$ cat src/rtl/isa_pkg.sv
// Shared ISA bus definitions: command encoding, initiator state encoding and
// the value an undriven data bus reads back as.
package isa_pkg;

  localparam logic [1:0] ISA_IOR  = 2'd0;
  localparam logic [1:0] ISA_IOW  = 2'd1;
  localparam logic [1:0] ISA_MEMR = 2'd2;
  localparam logic [1:0] ISA_MEMW = 2'd3;

  localparam logic [7:0] ISA_FLOAT_DATA = 8'hFF;

  typedef enum logic [1:0] {
    ST_IDLE,
    ST_SETUP,
    ST_STROBE,
    ST_HOLD
  } isa_state_e;

  // Bit 0 of the command separates writes from reads, bit 1 memory from IO.
  function automatic logic is_write(input logic [1:0] cmd);
    return cmd[0];
  endfunction

  function automatic logic is_io(input logic [1:0] cmd);
    return ~cmd[1];
  endfunction

endpackage

$ cat src/rtl/isa_cycle_gen.sv
// ISA bus initiator: turns one CPU-side request into a timed ISA IO or memory
// cycle (setup, strobe with bus_rdy wait states, hold) and returns a response.
module isa_cycle_gen
  import isa_pkg::*;
#(
  parameter int SETUP_CYCLES  = 1,
  parameter int STROBE_CYCLES = 4,
  parameter int HOLD_CYCLES   = 1,
  parameter int RDY_TIMEOUT   = 255
) (
  input  logic        clk,
  input  logic        reset,
  input  logic        req_valid,
  output logic        req_ready,
  input  logic [1:0]  req_cmd,
  input  logic [19:0] req_addr,
  input  logic [7:0]  req_wdata,
  output logic        rsp_valid,
  output logic [7:0]  rsp_rdata,
  output logic        rsp_err,
  output logic [19:0] bus_a,
  output logic        bus_aen,
  output logic        bus_ior_l,
  output logic        bus_iow_l,
  output logic        bus_memr_l,
  output logic        bus_memw_l,
  output logic [7:0]  bus_d,
  output logic        bus_d_oe,
  input  logic [7:0]  bus_din,
  input  logic        bus_dir,
  input  logic        bus_rdy
);

  isa_state_e  state_q, state_d;
  logic [3:0]  phase_q, phase_d;
  logic [7:0]  wait_q, wait_d;
  logic [1:0]  cmd_q, cmd_d;
  logic        req_ready_q, req_ready_d;
  logic        rsp_valid_q, rsp_valid_d;
  logic [7:0]  rsp_rdata_q, rsp_rdata_d;
  logic        rsp_err_q, rsp_err_d;
  logic [19:0] bus_a_q, bus_a_d;
  logic        bus_aen_q, bus_aen_d;
  logic [3:0]  strb_l_q, strb_l_d;   // active-low strobes indexed by command
  logic [7:0]  bus_d_q, bus_d_d;
  logic        bus_d_oe_q, bus_d_oe_d;
  logic        accept, go_idle;

  // NOTE: every signal written here gets a default first, so no path through
  // the case statement can leave one unassigned and infer a latch.
  always_comb begin
    state_d     = state_q;
    phase_d     = phase_q;
    wait_d      = wait_q;
    cmd_d       = cmd_q;
    req_ready_d = req_ready_q;
    rsp_valid_d = 1'b0;
    rsp_rdata_d = 8'h00;
    rsp_err_d   = 1'b0;
    bus_a_d     = bus_a_q;
    bus_aen_d   = bus_aen_q;
    strb_l_d    = strb_l_q;
    bus_d_d     = bus_d_q;
    bus_d_oe_d  = bus_d_oe_q;
    go_idle     = 1'b0;
    accept      = req_valid & req_ready_q;

    unique case (state_q)
      ST_IDLE: req_ready_d = 1'b1;

      ST_SETUP: begin
        if (phase_q <= 4'd1) begin
          state_d  = ST_STROBE;
          phase_d  = 4'(STROBE_CYCLES);
          strb_l_d = ~(4'b0001 << cmd_q);
        end else begin
          phase_d = phase_q - 4'd1;
        end
      end

      ST_STROBE: begin
        if (phase_q > 4'd1) begin
          phase_d = phase_q - 4'd1;
        end else if (bus_rdy || (wait_q >= 8'(RDY_TIMEOUT))) begin
          strb_l_d    = 4'hF;
          rsp_valid_d = 1'b1;
          rsp_err_d   = ~bus_rdy;
          if (!is_write(cmd_q)) rsp_rdata_d = bus_dir ? bus_din : ISA_FLOAT_DATA;
          if (HOLD_CYCLES == 0) begin
            go_idle = 1'b1;
          end else begin
            state_d     = ST_HOLD;
            phase_d     = 4'(HOLD_CYCLES);
            req_ready_d = (HOLD_CYCLES == 1);
          end
        end else begin
          wait_d = wait_q + 8'd1;
        end
      end

      ST_HOLD: begin
        // Ready rises for the final hold clock so a back-to-back request is
        // taken on the same edge the bus would otherwise return to idle.
        if (phase_q <= 4'd1) begin
          go_idle = 1'b1;
        end else begin
          phase_d     = phase_q - 4'd1;
          req_ready_d = (phase_q == 4'd2);
        end
      end

      default: state_d = ST_IDLE;
    endcase

    if (go_idle) begin
      state_d     = ST_IDLE;
      bus_aen_d   = 1'b1;
      bus_d_oe_d  = 1'b0;
      bus_d_d     = 8'h00;
      req_ready_d = 1'b1;
    end

    if (accept) begin
      state_d     = ST_SETUP;
      phase_d     = 4'(SETUP_CYCLES);
      wait_d      = 8'h00;
      cmd_d       = req_cmd;
      bus_a_d     = is_io(req_cmd) ? {4'h0, req_addr[15:0]} : req_addr;
      bus_aen_d   = 1'b0;
      bus_d_d     = is_write(req_cmd) ? req_wdata : 8'h00;
      bus_d_oe_d  = is_write(req_cmd);
      req_ready_d = 1'b0;
    end
  end

  // NOTE: state updates use non-blocking assignments so every flop samples
  // the pre-edge values regardless of statement order.
  always_ff @(posedge clk) begin
    if (reset) begin
      state_q     <= ST_IDLE;
      phase_q     <= 4'd0;
      wait_q      <= 8'd0;
      cmd_q       <= ISA_IOR;
      req_ready_q <= 1'b0;
      rsp_valid_q <= 1'b0;
      rsp_rdata_q <= 8'h00;
      rsp_err_q   <= 1'b0;
      bus_a_q     <= 20'h0;
      bus_aen_q   <= 1'b1;
      strb_l_q    <= 4'hF;
      bus_d_q     <= 8'h00;
      bus_d_oe_q  <= 1'b0;
    end else begin
      state_q     <= state_d;
      phase_q     <= phase_d;
      wait_q      <= wait_d;
      cmd_q       <= cmd_d;
      req_ready_q <= req_ready_d;
      rsp_valid_q <= rsp_valid_d;
      rsp_rdata_q <= rsp_rdata_d;
      rsp_err_q   <= rsp_err_d;
      bus_a_q     <= bus_a_d;
      bus_aen_q   <= bus_aen_d;
      strb_l_q    <= strb_l_d;
      bus_d_q     <= bus_d_d;
      bus_d_oe_q  <= bus_d_oe_d;
    end
  end

  assign req_ready  = req_ready_q;
  assign rsp_valid  = rsp_valid_q;
  assign rsp_rdata  = rsp_rdata_q;
  assign rsp_err    = rsp_err_q;
  assign bus_a      = bus_a_q;
  assign bus_aen    = bus_aen_q;
  assign bus_ior_l  = strb_l_q[ISA_IOR];
  assign bus_iow_l  = strb_l_q[ISA_IOW];
  assign bus_memr_l = strb_l_q[ISA_MEMR];
  assign bus_memw_l = strb_l_q[ISA_MEMW];
  assign bus_d      = bus_d_q;
  assign bus_d_oe   = bus_d_oe_q;

endmodule

$ cat config.mk
export PLATFORM = sky130hd
export DESIGN_NAME = isa_cycle_gen
export DESIGN_NICKNAME = d
export VERILOG_FILES = /design/src/rtl/isa_pkg.sv /design/src/rtl/isa_cycle_gen.sv
export SDC_FILE = /design/constraint.sdc
export NUM_CORES = 1
export LEC_CHECK = 0
export ABC_AREA = 0
export BUFFER_PORTS_ARGS = -buffer_cell sky130_fd_sc_hd__buf_2
export CORE_MARGIN = 3
export CORE_UTILIZATION = 35
export CTS_CLUSTER_SIZE = 8
export DETAILED_ROUTE_END_ITERATION = 8
export GPL_TIMING_DRIVEN = 0
export SYNTH_ARGS = -nofsm -noshare
export SYNTH_HDL_FRONTEND = slang
export SYNTH_SLANG_ARGS = --single-unit
$ cat constraint.sdc
create_clock -name clk -period 5 [get_ports clk]
set_input_delay 0.75 -clock clk [delete_from_list [all_inputs] [get_ports clk]]
set_output_delay 0.75 -clock clk [all_outputs]
set_load 0.05 [all_outputs]
Yosys cells after proc, flatten, opt, wreduce, memory -nomap -nowiden
Cells that the tools add are included.
{"block": "word_totals", "register_bits": 61, "inputBits": 43, "output_inout_bits": 45}
{"block": "op_classes", "addsub": 2, "order_cmp": 3, "eq_ne": 17, "n_shift": 1, "mux": 33, "bitwise": 6, "n_reduce_logical": 19}
{"op": "$mux W8", "count": 4}
{"op": "$mux W4", "count": 7}
{"op": "$mux W20", "count": 1}
{"op": "$ne A4 B4 Y1 const B", "count": 4}
{"op": "$ne A3 B3 Y1 const B", "count": 5}
{"op": "$mux W1", "count": 14}
{"op": "$pmux W4 S3", "count": 1}
{"op": "$reduce_and A4 Y1", "count": 3}
{"op": "$reduce_bool A4 Y1", "count": 3}
{"op": "$reduce_and A3 Y1", "count": 3}
{"op": "$add A8 B1 Y8 const B", "count": 1}
{"op": "$ge A8 B8 Y1 const B", "count": 1}
{"op": "$ne A2 B2 Y1 const B", "count": 4}
{"op": "$pmux W4 S2", "count": 1}
{"op": "$mux W2", "count": 3}
{"op": "$reduce_or A3 Y1", "count": 2}
{"op": "$reduce_or A5 Y1", "count": 1}
{"op": "$eq A2 B2 Y1 const B", "count": 2}
{"op": "$eq A4 B2 Y1 const B", "count": 1}
{"op": "$gt A4 B1 Y1 const B", "count": 1}
{"op": "$le A4 B1 Y1 const B", "count": 1}
{"op": "$not A1 Y1", "count": 4}
{"op": "$not A4 Y4", "count": 1}
{"op": "$pmux W2 S2", "count": 1}
{"op": "11 further kinds", "count": 12}

Logic depth before layout (Yosys ltp)
{"block": "depth", "ltp_word": 7, "ltp_mapped": 8}

Worst setup path before layout
Ideal clock, no wire load.
{"block": "synth_path", "path_kind": "in2reg", "start": "input reset", "end": "register bus_a_q[10] (netlist: bus_a[10])", "setup_ns": 0.132, "arrival_ns": 1.654, "path_slack_ns": 3.214, "path_stages": 4, "path_buffers": 3, "cell_sequence": "clkbuf_1 clkbuf_1 buf_1 a21oi_1"}
{"item": "start, declared", "line": "isa_cycle_gen.sv:12", "rtl": "input logic reset,"}
{"item": "end signal, assigned", "line": "isa_cycle_gen.sv:162", "rtl": "bus_a_q <= bus_a_d;"}
{"item": "end, declared", "line": "isa_cycle_gen.sv:42", "rtl": "logic [19:0] bus_a_q, bus_a_d;"}
No word-level cell between the ends.

Worst setup path in the final report
{"block": "layout_path", "start": "register phase_q[0]", "end": "register strb_l_q[3]"}
{"block": "layout_via", "elab_chain_cells": 3, "word_cells_on_any_way": 5, "classes_between": "order compare: 2; eq/ne: 2; reduce/logical: 1"}
{"item": "start, declared", "line": "isa_cycle_gen.sv:35", "rtl": "logic [3:0] phase_q, phase_d;"}
{"item": "start signal, assigned", "line": "isa_cycle_gen.sv:155", "rtl": "phase_q <= phase_d;"}
{"item": "$gt A4 B1 Y1 or $le A4 B1 Y1 (tied branches)", "line": "isa_cycle_gen.sv:82, isa_cycle_gen.sv:72"}
{"item": "$ne A2 B2 Y1 (no line)"}
{"item": "$reduce_and A4 Y1 (no line) *"}
{"item": "end signal, assigned", "line": "isa_cycle_gen.sv:164", "rtl": "strb_l_q <= strb_l_d;"}
{"item": "end, declared", "line": "isa_cycle_gen.sv:44", "rtl": "logic [3:0] strb_l_q, strb_l_d;"}
Mark *: on every way between the ends. The rest lies on a longest branch, timed or not.
A chain may end at the register's enable or synchronous reset.

==> impl_metrics.yaml <==
status:
  status: "finished, final reports clean"
die:
  fp-row-count: 30
  start_util_pct: 36.6
  die_h_um: 90.8
  die_area_mm2: 0.00824
  ios: 88
  die_w_um: 90.8
  fp.coreArea_mm2: 0.00687
cells_and_area:
  area_delta_synth_final_pct: 30.0
  drive_gt1_share_pct: 32.9
  diodes: 0
  fin_nets: 420
  fin_area_mm2: 0.00327
  finish.utilization_pct: 47.6
detailed_routing:
  drc: 0
  post_drt_via_cell_ratio: 4.65
  routed_wl_mm: 5.78
  wl_per_cell_um: 12.3
  ant_nets: 0
  drt_iter0_drc: 100
  drt-pass1-iter-count: 4
  dr_total_vias: 2187
timing:
  maxSlewHeadroom_pct: 58.4
  rsz0062_at_grt: "no"
  fin_setup_tns_ns: 0
  final_max_slew_viol_count: 0
  timing.fmax_ghz: 0.539
  fin_crit_ns: 1.86
  setup-violations-final: 0
  finalCritPeriodShare_pct: 37.1
  finalHoldViolations: 0
  worstMarginPinSlew_ns: 0.621
  holdWs_ns: 0.453
  fin_worst_skew_ns: 0.00587
run:
  cap_violations: 0
grt:
  grt_use_met1_pct: 18.3
  grt_max_degree: 12
  antenna_found_initial: 0
  use_met3_pct: 5.00
  grt_pass1_wl_mm: 9.50
  first_global_vias: 2043
  groute.usage.overall_pct: 14.3
  grt.met2_usage_pct: 21.7
  busiest_layer: "met2"
  overflow: 0
synthesis:
  yosys-top-cells-count: "dfxtp_1 (61), nand2_1 (46), a21oi_1 (34)"
  ys_warn_count: 0
  yosys_register_bits: 61
  synth.top_cell.area_share_pct: 48.6
  synthFlopType: "dfxtp_1"
  synth.most_common_cell: "dfxtp_1"
  synth_area_leaders: "dfxtp_1 (49%), nand2_1 (6.9%), a21oi_1 (6.8%), ha_1 (4.0%), a22o_1 (2.8%)"
  async_reset_ff_share_pct: 0
  syn-num-nets: 324
  synth_seq_area_share_pct: 48.6
  avgSynthCellArea_um2: 9.21
  synth.distinct_cells: 46
  syn_inst: 273
  yosys.area.top_type: "dfxtp_1"
  synth-edff-count: 0
  synth_area_mm2: 0.00251
clock_network:
  ctsHtreeMaxLevel: 3
  numCtsBuffers: 9
  insertion_delay_ns: 0.33
  clockBufferDepth: 2
  ctsRootBufferMaster: "clkbuf_8"
  cts_tree: "built"
  cts-hold-fix-buffers: 0
  clk_pin_slew_worst_paths_ns: 0.07
  cts.sinks: 61
  cts_resized: 0
  cts_setup_buffers: 0
power:
  seq_power_share_pct: 36.5
  power.internal_mw: 0.983
  power_switching_mw: 0.602
  clockPowerShare_pct: 28.3
  power-per-cell-area_mw_per_mm2: 485
  p_comb_share_pct: 35.3
  switching_share_pct: 38.0
  ir_drop_mv: 0.238
  p_leak_nw: 1.45
setup_path:
  crit_top_cell: "nand2_1"
  crit_arrival_ns: 2.08
  cp_cell_sequence: "inv_1, ha_1, or2_4, nand2_1, nor4b_2, nand2_1, o32a_2"
  crit_fanout: 8
  start_kind: "flop"
  max_stage_delay_ns: 0.35
  crit_type: "flop to flop"
  slowest_stage: "nor4b_2"
  endpoint_kind: "flop"
  cp.required_ns: 5.22
placement:
  gp_congestion: 0.742
  hpwl_mm: 4.32
  numPortBuffers: 85
  dpl-instance-area_mm2: 0.00306
hold_path:
  hp-class: "flop to flop"
[worst max-delay path, delay by kind of cell, from the launching register on]
family	cells	cell delay, ns
AND/OR/NAND/NOR	4	0.89
flip-flops	1	0.31
adder cells (fa/ha/maj)	1	0.22
AO/OA/AOI/OAI	1	0.20
buffers and inverters	1	0.13
[per-stage QoR]
stage	power, mW	std cells	setup slack, ns
2_1_floorplan	1.02	273	3.21
3_3_place_gp	1.14	454	2.81
3_5_place_dp	1.15	454	2.80
4_1_cts	1.60	470	3.13
5_1_grt	1.68	470	2.98
6_report	1.59	470	3.14
[power groups by stage]
stage | Clock, mW | Sequential (mW) | Combinational [mW]
2_1_floorplan | 0 | 0.704 | 0.318
3_3_place_gp | 0 | 0.587 | 0.556
3_5_place_dp | 0 | 0.589 | 0.560
4_1_cts | 0.460 | 0.578 | 0.562
5_1_grt | 0.486 | 0.586 | 0.610
6_report | 0.448 | 0.578 | 0.559
[registers in the layout (all words and copies together) (netlist names)]
name       flops
bus_a         20
bus_d          8
rsp_rdata      8
wait_q         8
phase_q        4
strb_l_q       4
cmd_q          2
state_q        2
bus_aen        1
bus_d_oe       1
req_ready      1
rsp_err        1
rsp_valid      1
[layer usage]
metal / up-vias / wire (um)
met5: - / 0
met4: 0 / 109
met3: 9 / 346
met2: 68 / 2570
met1: 976 / 2750
li1: 1134 / -
[cell usage in the layout (no fill, tap or decap), drive strengths merged, types with 2 or more instances in the layout]
cell type	count
o32a	4
a31oi	2
o211ai	3
xnor2	7
inv	17
nand4	2
nor4	5
nor3	5
a311oi	2
a22o	8
clkinv	2
a2bb2oi	2
nand2	47
ha	8
clkinvlp	2
nand2b	3
o21ai	4
o21a	2
nor2	15
o21bai	2
a211oi	2
dfxtp	61
buf	91
clkbuf	20
and2	2
nand3	10
a21oi	34
a21o	3
[layout make-up]
class                      count  area [um^2]
multi-input combinational    180         1160
fill                         670         3600
timing repair buffer          85          425
sequential                    61         1220
clock inverter                 5         58.8
buffer                        15         72.6
inverter                      17         63.8
clock buffer                  11          151
tap                           96          120
[path summary, 6_finish.rpt]
check	start	endpoint	slack, ns	depth (start not counted)
hold reg to reg	bus_a[12]$_SDFFE_PP0P_	bus_a[12]$_SDFFE_PP0P_	0.45	2
hold / removal	bus_a[12]$_SDFFE_PP0P_	bus_a[12]$_SDFFE_PP0P_	0.45	2
setup / recovery	phase_q[0]$_SDFFE_PP0P_	strb_l_q[3]$_SDFFE_PP1P_	3.14	7
setup reg to reg	phase_q[0]$_SDFFE_PP0P_	strb_l_q[3]$_SDFFE_PP1P_	3.14	7
[logic make-up after synthesis]
family / synth area share (%)
and+or+nand+nor: 19.2
AOI/OAI and AO/OA: 20.4
DFF: 48.6
buffers and inverters: 5.42
adders and majority gates: 3.98
xor gates and xnor gates: 2.44
Power figures use the tool's default switching activity.
